**src/rtl/quasi_aclint_pkg.sv**
```systemverilog
// Shared address map and bus byte-order helper for the multi-hart ACLINT.
package quasi_aclint_pkg;

  localparam logic [15:0] ACLINT_MSIP_BASE     = 16'h0000;
  localparam logic [15:0] ACLINT_MTIMECMP_BASE = 16'h4000;
  localparam logic [15:0] ACLINT_MTIME_LO      = 16'hBFF8;
  localparam logic [15:0] ACLINT_MTIME_HI      = 16'hBFFC;
  localparam logic [15:0] ACLINT_SSWI_BASE     = 16'hC000;
  localparam int unsigned ACLINT_MAX_HARTS     = 16;

  function automatic logic [31:0] bswap32(input logic [31:0] x);
    return {x[7:0], x[15:8], x[23:16], x[31:24]};
  endfunction

endpackage

```
**src/rtl/aclint_prescaler.sv**
```systemverilog
// Phase-accumulator prescaler: tick averages exactly TIMER_RATE per second of clk.
module aclint_prescaler #(
  parameter int unsigned CLOCK_FREQ = 62500000,
  parameter int unsigned TIMER_RATE = 10000000,
  parameter int unsigned ACC_W      = 32
) (
  input  logic clk,
  input  logic rst,
  output logic tick
);

  localparam logic [ACC_W:0] W_RATE = (ACC_W+1)'(TIMER_RATE);
  localparam logic [ACC_W:0] W_FREQ = (ACC_W+1)'(CLOCK_FREQ);

  logic [ACC_W-1:0] r_acc;
  logic [ACC_W:0]   w_sum;
  logic [ACC_W:0]   w_wrap;

  always_comb begin
    w_sum  = {1'b0, r_acc} + W_RATE;
    w_wrap = w_sum - W_FREQ;
    tick   = (w_sum >= W_FREQ);
  end

  always_ff @(posedge clk or posedge rst) begin
    if (rst) begin
      r_acc <= '0;
    end else if (tick) begin
      r_acc <= w_wrap[ACC_W-1:0];
    end else begin
      r_acc <= w_sum[ACC_W-1:0];
    end
  end

endmodule

```
**src/rtl/aclint_mh.sv**
```systemverilog
// Multi-hart ACLINT: per-hart MSIP/MTIMECMP/SSWI, one shared 64-bit MTIME.
module aclint_mh
  import quasi_aclint_pkg::*;
#(
  parameter int unsigned N_HARTS    = 1,
  parameter int unsigned CLOCK_FREQ = 62500000,
  parameter int unsigned TIMER_RATE = 10000000,
  parameter int unsigned ACC_W      = 32
) (
  input  logic               clk,
  input  logic               rst,
  input  logic [15:0]        a,
  input  logic [31:0]        d,
  input  logic               we,
  output logic [31:0]        spo,
  output logic [N_HARTS-1:0] s_irq,
  output logic [N_HARTS-1:0] t_irq,
  output logic [N_HARTS-1:0] ssip_set
);

  localparam int unsigned HIDX_W    = $clog2(ACLINT_MAX_HARTS);
  localparam logic [15:0] W_SPAN4   = 16'(4 * N_HARTS);
  localparam logic [15:0] W_SPAN8   = 16'(8 * N_HARTS);

  logic [31:0] w_data;
  logic [15:0] w_word;
  logic [15:0] w_msip_off, w_cmp_off, w_sswi_off;
  logic        w_msip_hit, w_cmp_hit, w_sswi_hit, w_cmp_hi;
  logic        w_mtlo_sel, w_mthi_sel, w_tick, w_carry;
  logic [N_HARTS-1:0] w_msip_sel, w_cmp_sel, w_sswi_sel;
  logic [31:0] w_rd;

  logic [N_HARTS-1:0] r_msip, r_tirq, r_ssip;
  logic [31:0]        r_cmpl [N_HARTS];
  logic [31:0]        r_cmph [N_HARTS];
  logic [31:0]        r_mtimel, r_mtimeh;

  aclint_prescaler #(
    .CLOCK_FREQ (CLOCK_FREQ),
    .TIMER_RATE (TIMER_RATE),
    .ACC_W      (ACC_W)
  ) u_prescaler (
    .clk  (clk),
    .rst  (rst),
    .tick (w_tick)
  );

  // Offsets wrap below each base, so a single unsigned "< span" test bounds both ends.
  always_comb begin
    w_data     = bswap32(d);
    w_word     = a & 16'hFFFC;
    w_msip_off = w_word - ACLINT_MSIP_BASE;
    w_cmp_off  = w_word - ACLINT_MTIMECMP_BASE;
    w_sswi_off = w_word - ACLINT_SSWI_BASE;
    w_msip_hit = (w_msip_off < W_SPAN4);
    w_cmp_hit  = (w_cmp_off < W_SPAN8);
    w_sswi_hit = (w_sswi_off < W_SPAN4);
    w_cmp_hi   = w_cmp_off[2];
    w_mtlo_sel = (w_word == ACLINT_MTIME_LO);
    w_mthi_sel = (w_word == ACLINT_MTIME_HI);
    w_carry    = w_tick && (r_mtimel == '1) && !(we && w_mtlo_sel);
  end

  for (genvar h = 0; h < N_HARTS; h++) begin : g_sel
    assign w_msip_sel[h] = w_msip_hit && (w_msip_off[HIDX_W+1:2] == HIDX_W'(h));
    assign w_cmp_sel[h]  = w_cmp_hit  && (w_cmp_off[HIDX_W+2:3]  == HIDX_W'(h));
    assign w_sswi_sel[h] = w_sswi_hit && (w_sswi_off[HIDX_W+1:2] == HIDX_W'(h));
  end

  always_ff @(posedge clk or posedge rst) begin
    if (rst) begin
      r_mtimel <= '0;
      r_mtimeh <= '0;
    end else begin
      if (we && w_mtlo_sel) begin
        r_mtimel <= w_data;
      end else begin
        r_mtimel <= r_mtimel + 32'(w_tick);
      end
      if (we && w_mthi_sel) begin
        r_mtimeh <= w_data;
      end else if (w_carry) begin
        r_mtimeh <= r_mtimeh + 32'd1;
      end
    end
  end

  always_ff @(posedge clk or posedge rst) begin
    if (rst) begin
      r_msip <= '0;
      r_tirq <= '0;
      r_ssip <= '0;
      for (int unsigned h = 0; h < N_HARTS; h++) begin
        r_cmpl[h] <= '1;
        r_cmph[h] <= '1;
      end
    end else begin
      for (int unsigned h = 0; h < N_HARTS; h++) begin
        if (we && w_msip_sel[h]) r_msip[h] <= w_data[0];
        if (we && w_cmp_sel[h] && !w_cmp_hi) r_cmpl[h] <= w_data;
        if (we && w_cmp_sel[h] && w_cmp_hi)  r_cmph[h] <= w_data;
        r_tirq[h] <= ({r_mtimeh, r_mtimel} >= {r_cmph[h], r_cmpl[h]});
        r_ssip[h] <= we && w_sswi_sel[h] && w_data[0];
      end
    end
  end

  always_comb begin
    w_rd = '0;
    if (w_mtlo_sel) w_rd = r_mtimel;
    if (w_mthi_sel) w_rd = r_mtimeh;
    for (int unsigned h = 0; h < N_HARTS; h++) begin
      if (w_msip_sel[h]) w_rd = {31'b0, r_msip[h]};
      if (w_cmp_sel[h])  w_rd = w_cmp_hi ? r_cmph[h] : r_cmpl[h];
    end
    spo = bswap32(w_rd);
  end

  assign s_irq    = r_msip;
  assign t_irq    = r_tirq;
  assign ssip_set = r_ssip;

endmodule

```
**config.mk**
```make
export PLATFORM = sky130hd
export DESIGN_NAME = aclint_mh
export DESIGN_NICKNAME = d
export VERILOG_FILES = /design/src/rtl/quasi_aclint_pkg.sv /design/src/rtl/aclint_prescaler.sv /design/src/rtl/aclint_mh.sv
export SDC_FILE = /design/constraint.sdc
export NUM_CORES = 1
export LEC_CHECK = 0
export BUFFER_PORTS_ARGS = -buffer_cell sky130_fd_sc_hd__buf_4
export CORE_MARGIN = 5
export CORE_UTILIZATION = 35
export DETAILED_ROUTE_END_ITERATION = 8
export PLACE_DENSITY = 0.58
export SYNTH_ARGS = -nofsm -noshare
export SYNTH_HDL_FRONTEND = slang
export SYNTH_SLANG_ARGS = --single-unit
export TNS_END_PERCENT = 30
```
**constraint.sdc**
```tcl
create_clock -name clk -period 8.05 [get_ports clk]
set_clock_uncertainty 0.1 [all_clocks]
set_input_delay 0.805 -clock clk [delete_from_list [all_inputs] [get_ports clk]]
set_output_delay 0.805 -clock clk [all_outputs]
set_load 0.01 [all_outputs]
```
; Word-level counts from Yosys, hierarchy flattened
; Cells that the tools add are included.
[totals]
ff_bits = 163
word_cells = 50
input_bits = 51
output_inout_bits = 35
[classes]
order_cmp = 5
n_reduce_logical = 19
n_eq_ne = 3
add_sub_neg = 6
muxes = 9
[ops]
columns = cell, n
row1 = $mux 32, 9
row2 = $ge 64x64->1, 1
row3 = $add 32x24->33 const B, 1
row4 = $ge 33x26->1 const B, 1
row5 = $add 32x1->32, 1
row6 = $add 32x1->32 const B, 1
row7 = $eq 32x32->1 const B, 1
row8 = $lt 16x3->1 const B, 2
row9 = $sub 32x26->32 const B, 1
row10 = $eq 14x14->1 const B, 2
row11 = $lt 16x4->1 const B, 1
row12 = $sub 16x15->16 const B, 1
row13 = $sub 16x16->16 const B, 1
row14 = $logic_and 1x1->1, 13
row15 = $logic_not 4->1, 3
row16 = $logic_not 1->1, 2
row17 = $reduce_bool 2->1, 1

; Depth between registers and ports, before layout
; Gate-level depths: netlist of the first run.
[depth]
depth_word = 6
depth_mapped = 18
depth_no_buf = 17

; By module
; A second synthesis of the first run with hierarchy kept.
[unflattened]
hier_cells = 1268
hier_area_um2 = 10965.5
[by_module_without_submodules]
columns = module, seq_area_each_um2, cells_each, area_per_inst_um2, n_inst
row1 = aclint_mh, 3358.2, 978, 8577.0, 1
row2 = aclint_prescaler, 675.6, 290, 2388.5, 1

; Worst setup path after synthesis of the first run
; OpenSTA, ideal clock, no wires.
[synth_timing]
path_type = flip-flop to flip-flop
from = register u_prescaler.r_acc[7]
to = register r_mtimel[25]
required_time_ns = 7.817
path_buffers = 1
stages_incl_launch_ff = 18
setup_ns = 0.133
path_slack_ns = 3.600
period_less_slack_ns = 4.450
arrival_time_ns = 4.217
path_cell_list = dfrtp_1 > ha_1 > or4_1 > o21ai_1 > xor2_2 > o21ai_0 > a2111oi_1 > o311a_1 > inv_2 > buf_1 > ha_1 > and3_1 > nand4_1 > nor4_1 > nand2_1 > nor2_1 > xnor2_1 > o21ai_0
[synth_via]
elab_chain_len = 4
[synth_lines]
columns = element, line
row1 = "start, declared", aclint_prescaler.sv:15  ; logic [ACC_W-1:0] r_acc;
row2 = "start signal, assigned", aclint_prescaler.sv:29  ; r_acc <= w_wrap[ACC_W-1:0];
row3 = "start signal, assigned", aclint_prescaler.sv:31  ; r_acc <= w_sum[ACC_W-1:0];
row4 = $add 32x24->33, aclint_prescaler.sv:20  ; w_sum = {1'b0, r_acc} + W_RATE;
row5 = $ge 33x26->1, aclint_prescaler.sv:22  ; tick = (w_sum >= W_FREQ);
row6 = $add 32x1->32, aclint_mh.sv:78  ; r_mtimel <= r_mtimel + 32'(w_tick);
row7 = $mux 32, aclint_mh.sv:75  ; if (we && w_mtlo_sel) begin
row8 = "end signal, assigned", aclint_mh.sv:76  ; r_mtimel <= w_data;
row9 = "end signal, assigned", aclint_mh.sv:78
row10 = "end, declared", aclint_mh.sv:36  ; logic [31:0] r_mtimel, r_mtimeh;
; Every way passes these cells.
; A chain may end at the register's enable or synchronous reset.

; Worst setup path in the final report of the first run
[layout_timing]
from = register u_prescaler.r_acc[7]
to = register r_mtimel[31]
; Same word-level chain as after synthesis.

==> out/results.tsv, run 1 <==
stage	metric	value	unit
outcome	status	completed	
clocking	cts_tree	built	
yosys	async_flop_share	1.00	
yosys	synthXorXnorAreaFrac	0.0653	
sta	max_freq	176	MHz
critical_path	crit_chain	ha_1 > or4_1 > o21ai_1 > xor2_2 > o21ai_0 > a2111oi_1 > o311a_1 > inv_2 > ha_1 > and3_1 > nand4_1 > nor4_1 > nand2_1 > nor2_1 > xnor2_1 > o21ai_0	
clocking	post_cts_buffers	0	
global_routing	antenna_found_initial	1	
yosys	ys_top_cells_by_area	dfrtp_1, dfstp_2, ha_1	
yosys	syn_area_per_cell	8.63	µm²
floorplanning	start_util	0.352	
placement	io_buffers	83	
hold_path	min_to	r_cmpl[2]$_DFFE_PP1P_	
yosys	synth_commonest_cells	nand2_1, o21ai_0, dfrtp_1	
critical_path	criticalPathCategory	flop to flop	
sta	maxSlewHeadroom	0.195	
global_routing	grt_pass1_wl	48.3	mm
layout	nFillCells	3094	
global_routing	grt_pass1_vias	8936	
layout	antennaDiodeCount	0	
critical_path	worstPathRequired	8.24	ns
global_routing	gr-total-overflow	0	
yosys	yosysUniqueCellTypes	66	
placement	gp_congestion	0.830	
floorplanning	die_h	185	µm
placement	dp.cells	1670	
floorplanning	die_width	185	µm
clocking	clk_path_buf_depth	2	
sta	period_share	0.706	
yosys	synth_edf_count	0	
clocking	cts-resized-gates	0	
layout	final_nets	1415	
critical_path	max_stage_delay	0.98	ns
clocking	ctsHoldBuffers	0	
sta	setup_tns	0	ns
sta	tightest_slew	1.20	ns
yosys	synth_compound_area_frac	0.169	
sta	fin_crit	5.69	ns
critical_path	r2r-end	r_mtimel[31]$_DFF_PP0_	
floorplanning	die_area	34200	µm²
critical_path	startpoint_type	flop	
yosys	synth_top_family_by_area	simple AND/OR/NAND/NOR gates	
power	peakVddDrop	136	µV
sta	hold_violations	0	
sta	rsz0062_at_grt	false	
global_routing	gr-usage-all-layers	0.176	
yosys	synth_ff_type	dfrtp_1	
detailed_routing	vias	9135	
detailed_routing	vias_per_cell	5.37	
detailed_routing	wl	29.6	mm
yosys	synth_adder_area_share	0.0829	
detailed_routing	drtAntennaViolNets	0	
critical_path	r2r_setup_slack	2.36	ns
yosys	synth_top_area_cell	dfrtp_1	
floorplanning	fp.coreArea	30400	µm²
clocking	cts_sinks	158	
yosys	synthSimpleGateAreaFrac	0.190	
yosys	yosysWarningCount	0	
layout	fin_cells	1702	
clocking	clkLatencyLatePin	0.45	ns
floorplanning	io_pins	86	
clocking	htree_levels	4	
critical_path	path_max_fanout	18	
hold_path	hold_depth	2	
critical_path	reg2reg_depth	16	
critical_path	r2r-start	u_prescaler.r_acc[7]$_DFF_PP0_	
yosys	synthMuxAreaShare	0.0659	
sta	maxSlewViolCount	0	
yosys	post_synth_inst_count	1241	
placement	dp_hpwl	21.0	mm
sta	finalSetupViolCount	0	
yosys	synth_seq_cells	158	
clocking	cts_buffers	17	
clocking	root_buffer	clkbuf_16	
layout	drive_gt1_frac	0.158	
critical_path	cp_top_family	simple AND/OR/NAND/NOR gates	
yosys	syn_area	10700	µm²
run	drv_cap	0	
power	p_per_area	141	nW/µm²
critical_path	cp.arrival	5.87	ns
detailed_routing	dr.pass1.iters	5	
clocking	cts.clk_slew.worst_paths	0.07	ns
detailed_routing	drc	0	
detailed_routing	wl_per_cell	17.4	µm
critical_path	crit_buf_inv	1	
yosys	synth_most_common_cell	nand2_1	
yosys	seq_area_frac_synth	0.377	
yosys	synth_fp_nets	1363	
layout	area_delta_synth_final	14.6	%
critical_path	crit_path_end_kind	flop	
power	p_leak	0.00592	µW
floorplanning	rows	64	
hold_path	hp-class	flop to flop	
critical_path	crit_slowest_cell	nor4_1	
hold_path	min_from	r_cmpl[2]$_DFFE_PP1P_	
detailed_routing	drtIter0Drc	665	
yosys	yosysTopAreaCellShare	0.220	
global_routing	grt_max_degree	103	
stage by stage:
step / area (µm²) / total power (µW) / hold slack (ns) / utilization / setup slack (ns)
global route: 12300 / 1790 / 0.429 / 0.403 / 2.17
global placement: 11700 / 915 / 0.406 / 0.384 / 2.52
detailed placement: 11700 / 916 / 0.409 / 0.384 / 2.40
finish: 12300 / 1730 / 0.416 / 0.403 / 2.36
floorplan: 10700 / 867 / 0.389 / - / 2.99
CTS: 12300 / 1750 / 0.420 / 0.403 / 2.37
cell type report:
| class | count | area (µm²) | share of cell area |
|---|---|---|---|
| clock inverter | 15 | 163 | 0.0133 |
| timing repair buffer | 91 | 683 | 0.0557 |
| sequential | 158 | 4030 | 0.329 |
| tap | 396 | 495 | 0.0404 |
| inverter | 82 | 313 | 0.0255 |
| clock buffer | 17 | 425 | 0.0347 |
| multi-input combinational | 943 | 6160 | 0.502 |
cell usage in the layout (no fill, tap or decap), types with 4 or more instances in the layout:
cell type / Yosys / layout
nand2_1: 154 / 154
o21ai_0: 132 / 132
dfrtp_1: 94 / 94
buf_4: 0 / 91
inv_1: 80 / 79
nor2_1: 76 / 73
ha_1: 71 / 71
mux2i_1: 66 / 66
dfstp_2: 64 / 64
xnor2_1: 43 / 43
nand3_1: 41 / 41
xor2_1: 35 / 35
a21oi_1: 34 / 34
o22ai_1: 33 / 33
nand4_1: 30 / 30
or3_1: 28 / 28
a31oi_1: 25 / 25
a21o_1: 25 / 25
nor3_1: 20 / 20
clkbuf_16: 0 / 17
and3_1: 15 / 15
or4_1: 10 / 10
o21ai_1: 10 / 10
and2_1: 10 / 10
o211ai_1: 8 / 8
nor2b_1: 8 / 8
nand2b_1: 7 / 7
inv_6: 0 / 5
inv_8: 0 / 5
nor4_1: 4 / 4
mux2_2: 4 / 4
a211o_1: 4 / 4
a211oi_1: 4 / 4
power breakdown:
group | switching, µW | internal (µW) | leakage [µW]
clock | 413 | 419 | 0.000291
combinational | 52.0 | 34.3 | 0.00371
sequential | 10.9 | 802 | 0.00192
logic make-up (layout without fill, tap and decap cells):
family          after synthesis  count (layout)
mux                          70              70
flops                       158             158
compound gates              303             303
fa+ha+maj                    71              71
buf+inv                     140             205
simple gates                420             420
xor+xnor                     79              79
how the worst max path moves through the flow:
stage | startpoint | endpoint | slack, ns | cells after the start
6_report | u_prescaler.r_acc[7]$_DFF_PP0_ | r_mtimel[31]$_DFF_PP0_ | 2.36 | 16
3_5_place_dp | u_prescaler.r_acc[7]$_DFF_PP0_ | r_mtimel[31]$_DFF_PP0_ | 2.40 | 16
5_1_grt | u_prescaler.r_acc[7]$_DFF_PP0_ | r_mtimel[31]$_DFF_PP0_ | 2.17 | 16
2_1_floorplan | rst | r_mtimeh[0]$_DFFE_PP0P_ | 2.99 | 1
3_3_place_gp | u_prescaler.r_acc[7]$_DFF_PP0_ | r_mtimel[31]$_DFF_PP0_ | 2.52 | 16
4_1_cts | u_prescaler.r_acc[7]$_DFF_PP0_ | r_mtimel[31]$_DFF_PP0_ | 2.37 | 16
per-layer routing:
layer | wire length (µm) | GRT usage | up-vias | share of wire
met5 | 13 | 0 | - | 0.00044
met4 | 506 | 0.0443 | 2 | 0.017
met3 | 937 | 0.0293 | 42 | 0.032
met2 | 14300 | 0.295 | 142 | 0.48
met1 | 13900 | 0.238 | 4449 | 0.47
li1 | - | - | 4500 | -
flip-flops by register name, indices dropped and copies added, names as in the netlist:
signal,cells
s_irq,1
u_prescaler.r_acc,27
r_cmpl,32
t_irq,1
r_cmph,32
ssip_set,1
r_mtimeh,32
r_mtimel,32
worst register-to-register path: stages (launching register included):
cell and delay, ns:
dfrtp_1 0.48, ha_1 0.34, or4_1 0.52, o21ai_1 0.18
xor2_2 0.15, o21ai_0 0.47, a2111oi_1 0.17, o311a_1 0.38
inv_2 0.31, ha_1 0.25, and3_1 0.27, nand4_1 0.29
nor4_1 0.98, nand2_1 0.20, nor2_1 0.21, xnor2_1 0.14
o21ai_0 0.10
No activity file was read; power rests on OpenSTA's default activity.
==> run 2: changes to the inputs <==
Settings changed: ABC_AREA set to 1, PLACE_DENSITY 0.58 to 0.6.
Clock period 8.05 ns to 4.8 ns, I/O delays scaled along.
==> out/results.tsv, run 2 <==
stage	metric	value	unit	change
outcome	status	completed		
critical_path	crit_top_cell	nand2_1		
clocking	cts.clk_slew.worst_paths	0.07	ns	about the same
clocking	ctsHoldBuffers	0		unchanged
layout	area_delta_synth_final	14.9	%	
detailed_routing	wl_met2	18.9	mm	+32%
floorplanning	die_area	38100	µm²	+11%
layout	register_area	4040	µm²	about the same
global_routing	gr-usage-all-layers	0.201		+0.0250
yosys	synth_fp_nets	1862		+37%
layout	multi_input_area	6790	µm²	+10%
detailed_routing	dr.max_layer_used	met4		
sta	setup_tns	0	ns	unchanged
critical_path	crit_slowest_cell	dfrtp_1		
sta	maxSlewHeadroom	0.348		+0.153
yosys	yosysUniqueCellTypes	45		-32%
detailed_routing	wl_met3	2.03	mm	+120%
critical_path	startpoint_type	flop		
detailed_routing	wl	39.2	mm	+33%
sta	rsz0062_at_grt	false		
critical_path	cp.arrival	4.71	ns	-1.16 ns
yosys	post_synth_inst_count	1740		+40%
run	drv_cap	0		unchanged
detailed_routing	drtIter0Drc	884		+33%
detailed_routing	wl_per_cell	17.2	µm	-0.97%
clocking	htree_levels	4		unchanged
sta	period_share	0.928		+0.222
power	sw_frac_of_total	0.249		-0.0259
sta	max_freq	224	MHz	+28%
sta	fin_crit	4.46	ns	-1.23 ns
yosys	syn_area	12000	µm²	+12%
sta	finalSetupViolCount	0		unchanged
power	p_leak	0.00658	µW	+11%
power	combPwrFrac	0.046		-0.004
yosys	syn_area_per_cell	6.91	µm²	-20%
yosys	synth_commonest_cells	nand2_1, inv_1, o21ai_0		
floorplanning	die_width	195	µm	+5.6%
critical_path	reg2reg_depth	28		+12
yosys	yosysTopAreaCellShare	0.196		-0.0238
power	clkPwrFrac	0.478		-0.003
clocking	clkLatencyLatePin	0.44	ns	about the same
floorplanning	rows	67		+4.7%
layout	final_nets	1939		+37%
yosys	synth_edf_count	0		unchanged
power	p_sw	701	µW	+47%
clocking	cts_tree	built		
yosys	seq_area_frac_synth	0.336		-0.0408
floorplanning	io_pins	86		unchanged
layout	final_common_cell	nand2_1		
global_routing	grt_pass1_wl	61.8	mm	+28%
detailed_routing	drtAntennaViolNets	0		unchanged
power	power_frac_seq	0.476		+0.006
yosys	synth_ff_type	dfrtp_1		
clocking	cts_sinks	158		unchanged
power	internal_power	2110	µW	+68%
yosys	synth_top_area_cell	dfrtp_1		
layout	drive_gt1_frac	0.143		-0.0153
floorplanning	start_util	0.357		+0.00448
clocking	clk_path_buf_depth	2		unchanged
sta	tightest_slew	0.978	ns	-0.218 ns
critical_path	path_max_fanout	4		-14
global_routing	grt_pass1_vias	11300		+27%
sta	hold_violations	0		unchanged
critical_path	max_stage_delay	0.41	ns	-0.57 ns
yosys	ys_top_cells_by_area	dfrtp_1, nand2_1, dfstp_2		
floorplanning	die_h	195	µm	+5.6%
power	peakVddDrop	238	µV	+75%
detailed_routing	vias	12000		+31%
sta	maxSlewViolCount	0		unchanged
layout	antennaDiodeCount	0		unchanged
global_routing	grt_max_degree	104		+0.97%
power	p_per_area	204	nW/µm²	+45%
layout	nFillCells	3571		+15%
hold_path	hold_depth	3		+1
layout	final_core_util	0.410		+0.00630
detailed_routing	vias_per_cell	5.25		-2.1%
floorplanning	fp.coreArea	33700	µm²	+11%
global_routing	gr-total-overflow	0		unchanged
yosys	async_flop_share	1.00		unchanged
yosys	synth_most_common_cell	nand2_1		
detailed_routing	met1_length	17.3	mm	+25%
global_routing	antenna_found_initial	0		-1
critical_path	crit_path_end_kind	flop		
detailed_routing	drc	0		unchanged
clocking	cts_buffers	17		unchanged
yosys	yosysWarningCount	0		unchanged
yosys	synth_seq_cells	158		unchanged
critical_path	worstPathRequired	5.06	ns	-3.18 ns
critical_path	criticalPathCategory	flop to flop		
placement	dp_hpwl	30.1	mm	+43%
detailed_routing	dr.pass1.iters	8		+3
placement	io_buffers	83		unchanged
clocking	root_buffer	clkbuf_16		
hold_path	hp-class	input port to flop		
placement	gp_congestion	0.913		+9.9%
layout	final_cell_mix	nand2_1, inv_1, o21ai_0, nand3_1, nor2_1		
run 2: cell families (layout without fill, tap and decap cells):
logic type      after synthesis  in the layout  share of synthesized area
compound gates              265            265                      0.130
buf+inv                     320            410                      0.105
xor+xnor                     58             58                     0.0423
flops                       158            158                      0.336
fa+ha+maj                    71             71                     0.0739
simple gates                868            868                      0.314
run 2: path summary, 6_finish.rpt:
path	slack (ns)	to	from
min in group asynchronous	0.17	u_prescaler.r_acc[9]$_DFF_PP0_	rst
hold / removal	0.15	r_mtimel[8]$_DFF_PP0_	d[16]
hold reg to reg	0.38	r_cmpl[8]$_DFFE_PP1P_	r_cmpl[8]$_DFFE_PP1P_
setup reg to reg	0.34	r_mtimel[26]$_DFF_PP0_	u_prescaler.r_acc[7]$_DFF_PP0_
max in group asynchronous	3.38	r_cmph[8]$_DFFE_PP1P_	rst
setup / recovery	0.34	r_mtimel[26]$_DFF_PP0_	u_prescaler.r_acc[7]$_DFF_PP0_
run 2: area by class of cell:
class,count,share of cell area
flip-flops and latches,158,0.292
clock buffers,18,0.0318
repair buffers,113,0.0615
inverters,265,0.0724
clock inverters,14,0.00952
well taps,448,0.0406
multi-input cells,1262,0.492
run 2: power groups by stage:
stage	Combinational [µW]	Clock [µW]	Sequential [µW]
final	130	1350	1340
after global routing	145	1420	1340
after CTS	131	1370	1340
after detailed placement	130	0	1360
after global placement	129	0	1360
after floorplan	55.8	0	1360
run 2: critical path, delay by kind of cell (launching register included):
kind            cells  cell delay, ns
fa+ha+maj           3            0.64
compound gates      1            0.07
buf+inv             3            0.33
xor+xnor            1            0.18
simple gates       20            2.64
flops               1            0.41
run 2: metrics by stage:
stage          instance area, µm²  instances  hold slack (ns)  setup WS (ns)  power, µW
4_1_cts                     13700       2276            0.145         0.0994       2840
2_1_floorplan               12000       1740            0.355         0.0627       1420
3_3_place_gp                13200       2244            0.365          0.157       1490
6_report                    13800       2278            0.153          0.344       2820
5_1_grt                     13800       2278            0.160        0.00948       2910
3_5_place_dp                13200       2244            0.375          0.141       1490
run 2: what timing repair did:
action,in CTS,in global routing
gates resized for setup,0,16
setup endpoints to repair,0,9
setup buffers,0,2
run 2: layer usage:
metal,vias to the layer above,track usage
li1,5864,-
met1,5637,0.264
met2,404,0.343
met3,64,0.0281
met4,0,0.0652
met5,-,0
